===== src/rtl/mem_stage.sv =====
// ---------------------------------------------------------------------------
// mem_stage -- RV32 memory-access pipeline stage.
//
// Takes one load or store at a time from execute, drives the data-memory
// request/acknowledge bus with a word address, byte enables and
// lane-replicated store data, and returns lane-aligned load data together
// with the destination register and funct3 for the writeback extension stage.
// A watchdog aborts any request that is never acknowledged.
//
// Parameters
//   ACK_TIMEOUT  cycles mem_req may stay high without mem_ack (>= 1)
//
// Ports
//   clk, rst          clock; synchronous active-low reset
//   ex_valid/ex_ready execute handshake (see below)
//   ex_load/ex_store  operation kind (mutually exclusive)
//   ex_f3, ex_rd      funct3 and destination register
//   ex_addr, ex_wdata effective byte address, rs2 store data
//   mem_req/mem_ack   memory handshake; mem_rdata valid with mem_ack
//   mem_we, mem_addr, mem_be, mem_wdata  registered request attributes
//   d_out             load word shifted down by the byte offset
//   alu_rd, f3_out    registered rd / funct3 of the last accepted access
//   d_r_en, d_w_en    one-cycle load / store completion pulses
//   mis_err           one-cycle pulse: misaligned access or illegal funct3
//   bus_err           one-cycle pulse: watchdog abort
//
// Handshake: an operation transfers on a rising edge where
// ex_valid & ex_ready & (ex_load | ex_store). ex_ready is high only in IDLE
// and out of reset; execute must hold its operation stable until it
// transfers. On the memory side mem_req is held until the edge on which
// mem_ack is sampled high (that edge completes the access) or the watchdog
// fires; mem_ack outside WAIT is ignored.
// ---------------------------------------------------------------------------
module mem_stage #(
  parameter int ACK_TIMEOUT = 16
) (
  input  logic        clk,
  input  logic        rst,
  input  logic        ex_valid,
  output logic        ex_ready,
  input  logic        ex_load,
  input  logic        ex_store,
  input  logic [2:0]  ex_f3,
  input  logic [4:0]  ex_rd,
  input  logic [31:0] ex_addr,
  input  logic [31:0] ex_wdata,
  output logic        mem_req,
  output logic        mem_we,
  output logic [31:0] mem_addr,
  output logic [3:0]  mem_be,
  output logic [31:0] mem_wdata,
  input  logic        mem_ack,
  input  logic [31:0] mem_rdata,
  output logic [31:0] d_out,
  output logic [4:0]  alu_rd,
  output logic [2:0]  f3_out,
  output logic        d_r_en,
  output logic        d_w_en,
  output logic        mis_err,
  output logic        bus_err
);

  localparam logic [0:0] IDLE = 1'b0;
  localparam logic [0:0] WAIT = 1'b1;

  // Counter only needs to reach ACK_TIMEOUT-1; one spare bit is harmless.
  localparam int CW = (ACK_TIMEOUT < 2) ? 1 : $clog2(ACK_TIMEOUT + 1);
  localparam logic [CW-1:0] WD_LAST = CW'(ACK_TIMEOUT - 1);

  logic [0:0]    state;
  logic [CW-1:0] wd_cnt;
  logic [1:0]    offset;

  // Decode of the operation currently presented by execute.
  logic [1:0]  size;
  logic        f3_ok;
  logic        misaligned;
  logic        accept;
  logic        reject;
  logic [3:0]  acc_be;
  logic [31:0] acc_wdata;
  logic        expire;

  assign ex_ready = rst & (state == IDLE);
  assign accept   = ex_valid & ex_ready & (ex_load | ex_store);
  assign size     = ex_f3[1:0];

  always_comb begin
    f3_ok = 1'b0;
    if (ex_load) begin
      case (ex_f3)
        3'b000, 3'b001, 3'b010, 3'b100, 3'b101: f3_ok = 1'b1;
        default:                                f3_ok = 1'b0;
      endcase
    end else begin
      // Stores have no unsigned variants.
      f3_ok = ~ex_f3[2] & (size != 2'b11);
    end
  end

  always_comb begin
    misaligned = 1'b0;
    if (size == 2'b01 && ex_addr[0])
      misaligned = 1'b1;
    if (size == 2'b10 && ex_addr[1:0] != 2'b00)
      misaligned = 1'b1;
  end

  assign reject = ~f3_ok | misaligned;

  // Byte lanes and replicated store data; loads reuse the same enables.
  always_comb begin
    acc_be    = 4'b1111;
    acc_wdata = ex_wdata;
    case (size)
      2'b00: begin
        acc_be    = 4'b0001 << ex_addr[1:0];
        acc_wdata = {4{ex_wdata[7:0]}};
      end
      2'b01: begin
        acc_be    = 4'b0011 << {ex_addr[1], 1'b0};
        acc_wdata = {2{ex_wdata[15:0]}};
      end
      default: begin
        acc_be    = 4'b1111;
        acc_wdata = ex_wdata;
      end
    endcase
  end

  // Last WAIT cycle the watchdog allows; an ack in this cycle still wins.
  assign expire = (wd_cnt == WD_LAST);

  always_ff @(posedge clk) begin
    if (!rst) begin
      state     <= IDLE;
      wd_cnt    <= '0;
      offset    <= 2'b00;
      mem_req   <= 1'b0;
      mem_we    <= 1'b0;
      mem_addr  <= 32'h0;
      mem_be    <= 4'b0000;
      mem_wdata <= 32'h0;
      d_out     <= 32'h0;
      alu_rd    <= 5'd0;
      f3_out    <= 3'd0;
      d_r_en    <= 1'b0;
      d_w_en    <= 1'b0;
      mis_err   <= 1'b0;
      bus_err   <= 1'b0;
    end else begin
      // Pulse outputs default low so each event lasts exactly one cycle.
      d_r_en  <= 1'b0;
      d_w_en  <= 1'b0;
      mis_err <= 1'b0;
      bus_err <= 1'b0;

      case (state)
        IDLE: begin
          if (accept) begin
            if (reject) begin
              // Nothing reaches memory; the stage stays ready.
              mis_err <= 1'b1;
            end else begin
              state     <= WAIT;
              wd_cnt    <= '0;
              mem_req   <= 1'b1;
              mem_we    <= ex_store;
              mem_addr  <= {ex_addr[31:2], 2'b00};
              mem_be    <= acc_be;
              mem_wdata <= acc_wdata;
              offset    <= ex_addr[1:0];
              alu_rd    <= ex_rd;
              f3_out    <= ex_f3;
            end
          end
        end

        WAIT: begin
          if (mem_ack) begin
            state   <= IDLE;
            mem_req <= 1'b0;
            if (mem_we) begin
              d_w_en <= 1'b1;
            end else begin
              d_out  <= mem_rdata >> {offset, 3'b000};
              d_r_en <= 1'b1;
            end
          end else if (expire) begin
            state   <= IDLE;
            mem_req <= 1'b0;
            bus_err <= 1'b1;
          end else begin
            wd_cnt <= wd_cnt + 1'b1;
          end
        end

        default: begin
          state   <= IDLE;
          mem_req <= 1'b0;
        end
      endcase
    end
  end

endmodule


===== config.mk =====
export PLATFORM = sky130hd
export DESIGN_NAME = mem_stage
export DESIGN_NICKNAME = d
export VERILOG_FILES = /design/src/rtl/mem_stage.sv
export SDC_FILE = /design/constraint.sdc
export NUM_CORES = 1
export LEC_CHECK = 0
export CORE_MARGIN = 5
export CORE_UTILIZATION = 39
export DETAILED_ROUTE_END_ITERATION = 8
export PLACE_DENSITY = 0.8
export SLEW_MARGIN = 10
export SYNTH_ARGS = -nofsm -noshare
export SYNTH_HDL_FRONTEND = slang
export SYNTH_SLANG_ARGS = --single-unit

===== constraint.sdc =====
create_clock -name clk -period 1.8 [get_ports clk]
set_input_delay 0.18 -clock clk [delete_from_list [all_inputs] [get_ports clk]]
set_output_delay 0.18 -clock clk [all_outputs]
set_load 0.05 [all_outputs]

# Word-level counts from Yosys, hierarchy flattened
# Index checks and enable logic that the tools add are counted.
# op_classes
addsub	1
eq_ne	13
n_shift	3
mux	25
bitwise	13
reduce_logical	13
# ops
op	n
32-bit case mux with 2 select lines	1
32-bit by 5-bit >> shifter with 32-bit output	1
5-bit two-way mux	4
1-bit two-way mux	16
3-bit AND reduction	4
2-bit != test, second input constant	5
5-bit case mux with 2 select lines	1
4-bit case mux with 2 select lines	1
1-bit inverter	7
3-bit equality test, second input constant	2
3-bit OR reduction	2
5-bit by 1-bit adder with 5-bit output, second input constant	1
5-bit by 4-bit equality test with 1-bit output, second input constant	1
5-bit OR reduction	1
1-bit AND	4
1-bit case mux with 2 select lines	2
4-bit AND reduction	1
1-bit by 2-bit << shifter with 4-bit output, first input constant	1
2-bit by 2-bit << shifter with 4-bit output, first input constant	1
3-bit by 1-bit equality test with 1-bit output, second input constant	1
3-bit by 2-bit equality test with 1-bit output, second input constant	1
3-bit logical NOT	1
3-bit by 2-bit != test with 1-bit output, second input constant	1
2-bit by 1-bit equality test with 1-bit output, second input constant	1
5 further kinds	7
# totals
register_bits	120
word_cells	83

# Longest topological paths before layout
# logic_depth
ltp_word	9
depth_mapped	8

# Worst setup path before layout
# No wires, ideal clock.
# synth_path
kind	register -> register
startpoint	reg wd_cnt[0]
endpoint	reg wd_cnt[0]
setup_ps	116
arrival_ps	1687
required_ps	1684
path_slack_ps	-4
stages_incl_launch_ff	7
path_buffers	0
path_cell_list	dfxtp_1 ha_1 and3_1 ha_1 nor3b_1 a21oi_1 a31o_2
# synth_via
word_cells_on_any_way	7
cone_classes	add/sub (1); eq/ne (2); mux (3); reduce/logical (1)
# synth_rtl
element	line	source
start, declared	71	logic [CW-1:0] wd_cnt;
start signal, assigned	194	wd_cnt <= wd_cnt + 1'b1;
5-bit by 4-bit equality test with 1-bit output	132	assign expire = (wd_cnt == WD_LAST);
via expire	82	logic expire;
2-bit != test (no line)	n/a	
4-bit AND reduction (no line)	n/a	
# The timed path passes the listed nets, and every way through them passes these cells. The select of a mux whose other input is x is not followed.
# A chain may end at the register's enable or synchronous reset.

# Worst setup path after layout
# layout_path
startpoint	reg mem_wdata[22]
endpoint	out mem_wdata[22]
# layout_rtl
element	line	source
start, declared	51	output logic [31:0] mem_wdata,
start signal, assigned	171	mem_wdata <= acc_wdata;
# No word-level cell between the ends.

==> run summary <==
Worst Path Buf+Inv: 1
Post-synth EDFFs: 0
Max-cap check violation count: 0
Vias in the first global route: 5721
Syn avg cell area: 8.41 sq um
Vias per cell: 5.46
Ys Warns: 0
Rows: 43
Pre-CTS setup slack: -388 ps
Cell area after synthesis: 5410 sq um
Num ports: 225
Crit-path max FO: 2
Longest Clk Path Bufs: 2
Synth Register Bits: 120
Crit path DAT: 1580 ps
Worst-margin pin slew: 712 ps
Clk sinks: 120
Dpl cell area: 8020 sq um
Crit end category: output pin
Drt first pass iters: 5
Post-synth top area share: 44.4%
Critical Path RT: 1620 ps
Synth Flop Type: dfxtp_1
Post-DP HPWL: 13800 um
DIE HEIGHT: 128 um
Routed len/inst: 18.2 um
CTS H-tree lvls: 4
Largest net degree at the start of global routing: 46
Max-slew violations: 0
Synth area leaders: dfxtp_1 (44%), a21oi_1 (8.9%), nand3_1 (6.8%)
Setup TNS: 0 ps
CTS tree: done
Cts bufs inserted: 17
Skew final: 10.9 ps
Leakage: 3.28 nW
Worst Hold Class: in2reg
Die X: 128 um
Max incr delay on CP: 820 ps
Fin worst setup slack: 42.0 ps
Root Buffer: clkbuf_16
DRC: 0
Post-layout min period: 1760 ps
Gr usage total: 22.8%
Routed Antenna Nets: 0
Port bufs: 222
Die footprint: 16300 sq um
Area delta synth->final: 60.3%
Area leader, netlist: dfxtp_1
CP max stage cell: clkdlybuf4s50_1
Gr ovfl total: 0
WS Path Type: reg2out
Achievable Freq: 0.569 GHz
Clock transition at path regs: 60 ps
Layout cells sized above 1: 14.1%
RSZ-0062 raised after global routing: false
Global-route wire length before repair: 29700 um
Initial core utilization: 39.4%
VDD IR max: 608 uV
Clock Latency Late Sink: 410 ps
Final Power: 7.35 mW
Post-layout nets: 967
Iter 0 DRT Violations: 302
Total wire length: 19100 um
Synth unique cells: 43
Via count: 5722
Hold Fails Final Rpt: 0
Critical path, cell by cell: clkdlybuf4s50_1
P per Cell Area: 847 nW/um^2
Post-synth ARST share: 0%
Seq/Total Area, Yosys: 44.4%
Rel. slew slack: 52.3%
Outcome: complete, no violations
Most frequent cell after synthesis: dfxtp_1
CP top delay family: buffers and inverters
Initial antenna violation count: 1
Critical path startpoint category: flop
Mapped Cells: 643
Count of final setup violators: 0
Fill count: 1181
Synth top cells by count: dfxtp_1 (120), a21oi_1 (96), nand3_1 (73)
Final instance area: 8670 sq um
Core box area: 13700 sq um
ANT cells: 0
Placer congestion estimate: 0.889
Final Cycle Share: 97.7%
[registers in the layout (all words and copies together), names as in the netlist, 2 cells and up]
| register | count |
|---|---|
| alu_rd | 5 |
| d_out | 32 |
| f3_out | 3 |
| mem_addr | 30 |
| mem_be | 4 |
| mem_wdata | 32 |
| offset | 2 |
| wd_cnt | 5 |
[cells by family after synthesis]
family / share of synthesized area, %
buffers and inverters: 6.41
other: 0.0693
multiplexers: 6.36
adder cells (fa/ha/maj): 0.462
AO/OA/AOI/OAI: 24.0
XOR/XNOR: 0.324
AND/OR/NAND/NOR: 18.0
flip-flops: 44.4
[repair_timing]
action | 4_1_cts | 5_1_grt
setup endpoints to repair | 3 | 21
setup buffers | 0 | 0
gates resized for setup | 3 | 24
pin swaps | 0 | 2
hold buffers | 0 | 0
[path summary, 6_finish.rpt]
check                start            end  slack (ps)  cells past startpoint
max reg2reg      wd_cnt[1]      wd_cnt[3]         110                      8
min            ex_addr[31]   mem_addr[31]         330                      3
max          mem_wdata[22]  mem_wdata[22]          40                      1
min reg2reg      d_out[28]      d_out[28]         450                      2
[layer usage]
| metal | vias to the layer above | track usage (%) | routed length, um |
|---|---|---|---|
| li1 | 2734 | - | - |
| met1 | 2687 | 27.7 | 7590 |
| met2 | 257 | 38.7 | 9260 |
| met3 | 42 | 6.71 | 1760 |
| met4 | 2 | 7.43 | 483 |
| met5 | - | 0 | 13 |
[where the power goes]
| part | internal [mW] | total, mW | switching, mW | leakage [nW] |
|---|---|---|---|---|
| logic | 0.527 | 1.22 | 0.697 | 2.03 |
| registers | 2.72 | 2.76 | 0.0363 | 0.972 |
| clock network | 2.08 | 3.37 | 1.29 | 0.275 |
[through the flow]
stage	utilization (%)	cells	hold WS, ps
3_3_place_gp	58.4	1016	441
3_5_place_dp	58.4	1016	446
6_report	63.2	1048	332
4_1_cts	62.8	1048	318
2_1_floorplan	-	644	328
5_1_grt	63.2	1048	344
[layout by cell type (no fill, tap or decap), drive strengths merged, types with 3 or more instances in the layout]
cell type	instances
o211ai	19
clkinvlp	5
inv	3
buf	44
mux2i	22
clkdlybuf4s50	196
mux2	11
dfxtp	120
nand2	53
clkbuf	18
nand3	73
a311oi	8
nor2	34
nand3b	3
nand4	12
a211oi	12
o21ai	69
a21oi	105
clkinv	7
dlymetal6s2s	18
nor3	11
[cell type report]
class,count,area (sq um),area share [%]
Timing Repair Buffer,260,2740,31.6
Multi-Input combinational cell,453,2700,31.1
Sequential cell,120,2400,27.7
Clock buffer,18,439,5.06
Tap cell,180,225,2.60
Clock inverter,14,151,1.75
Inverter,3,12.5,0.144
No activity file was read; power rests on OpenSTA's default activity.
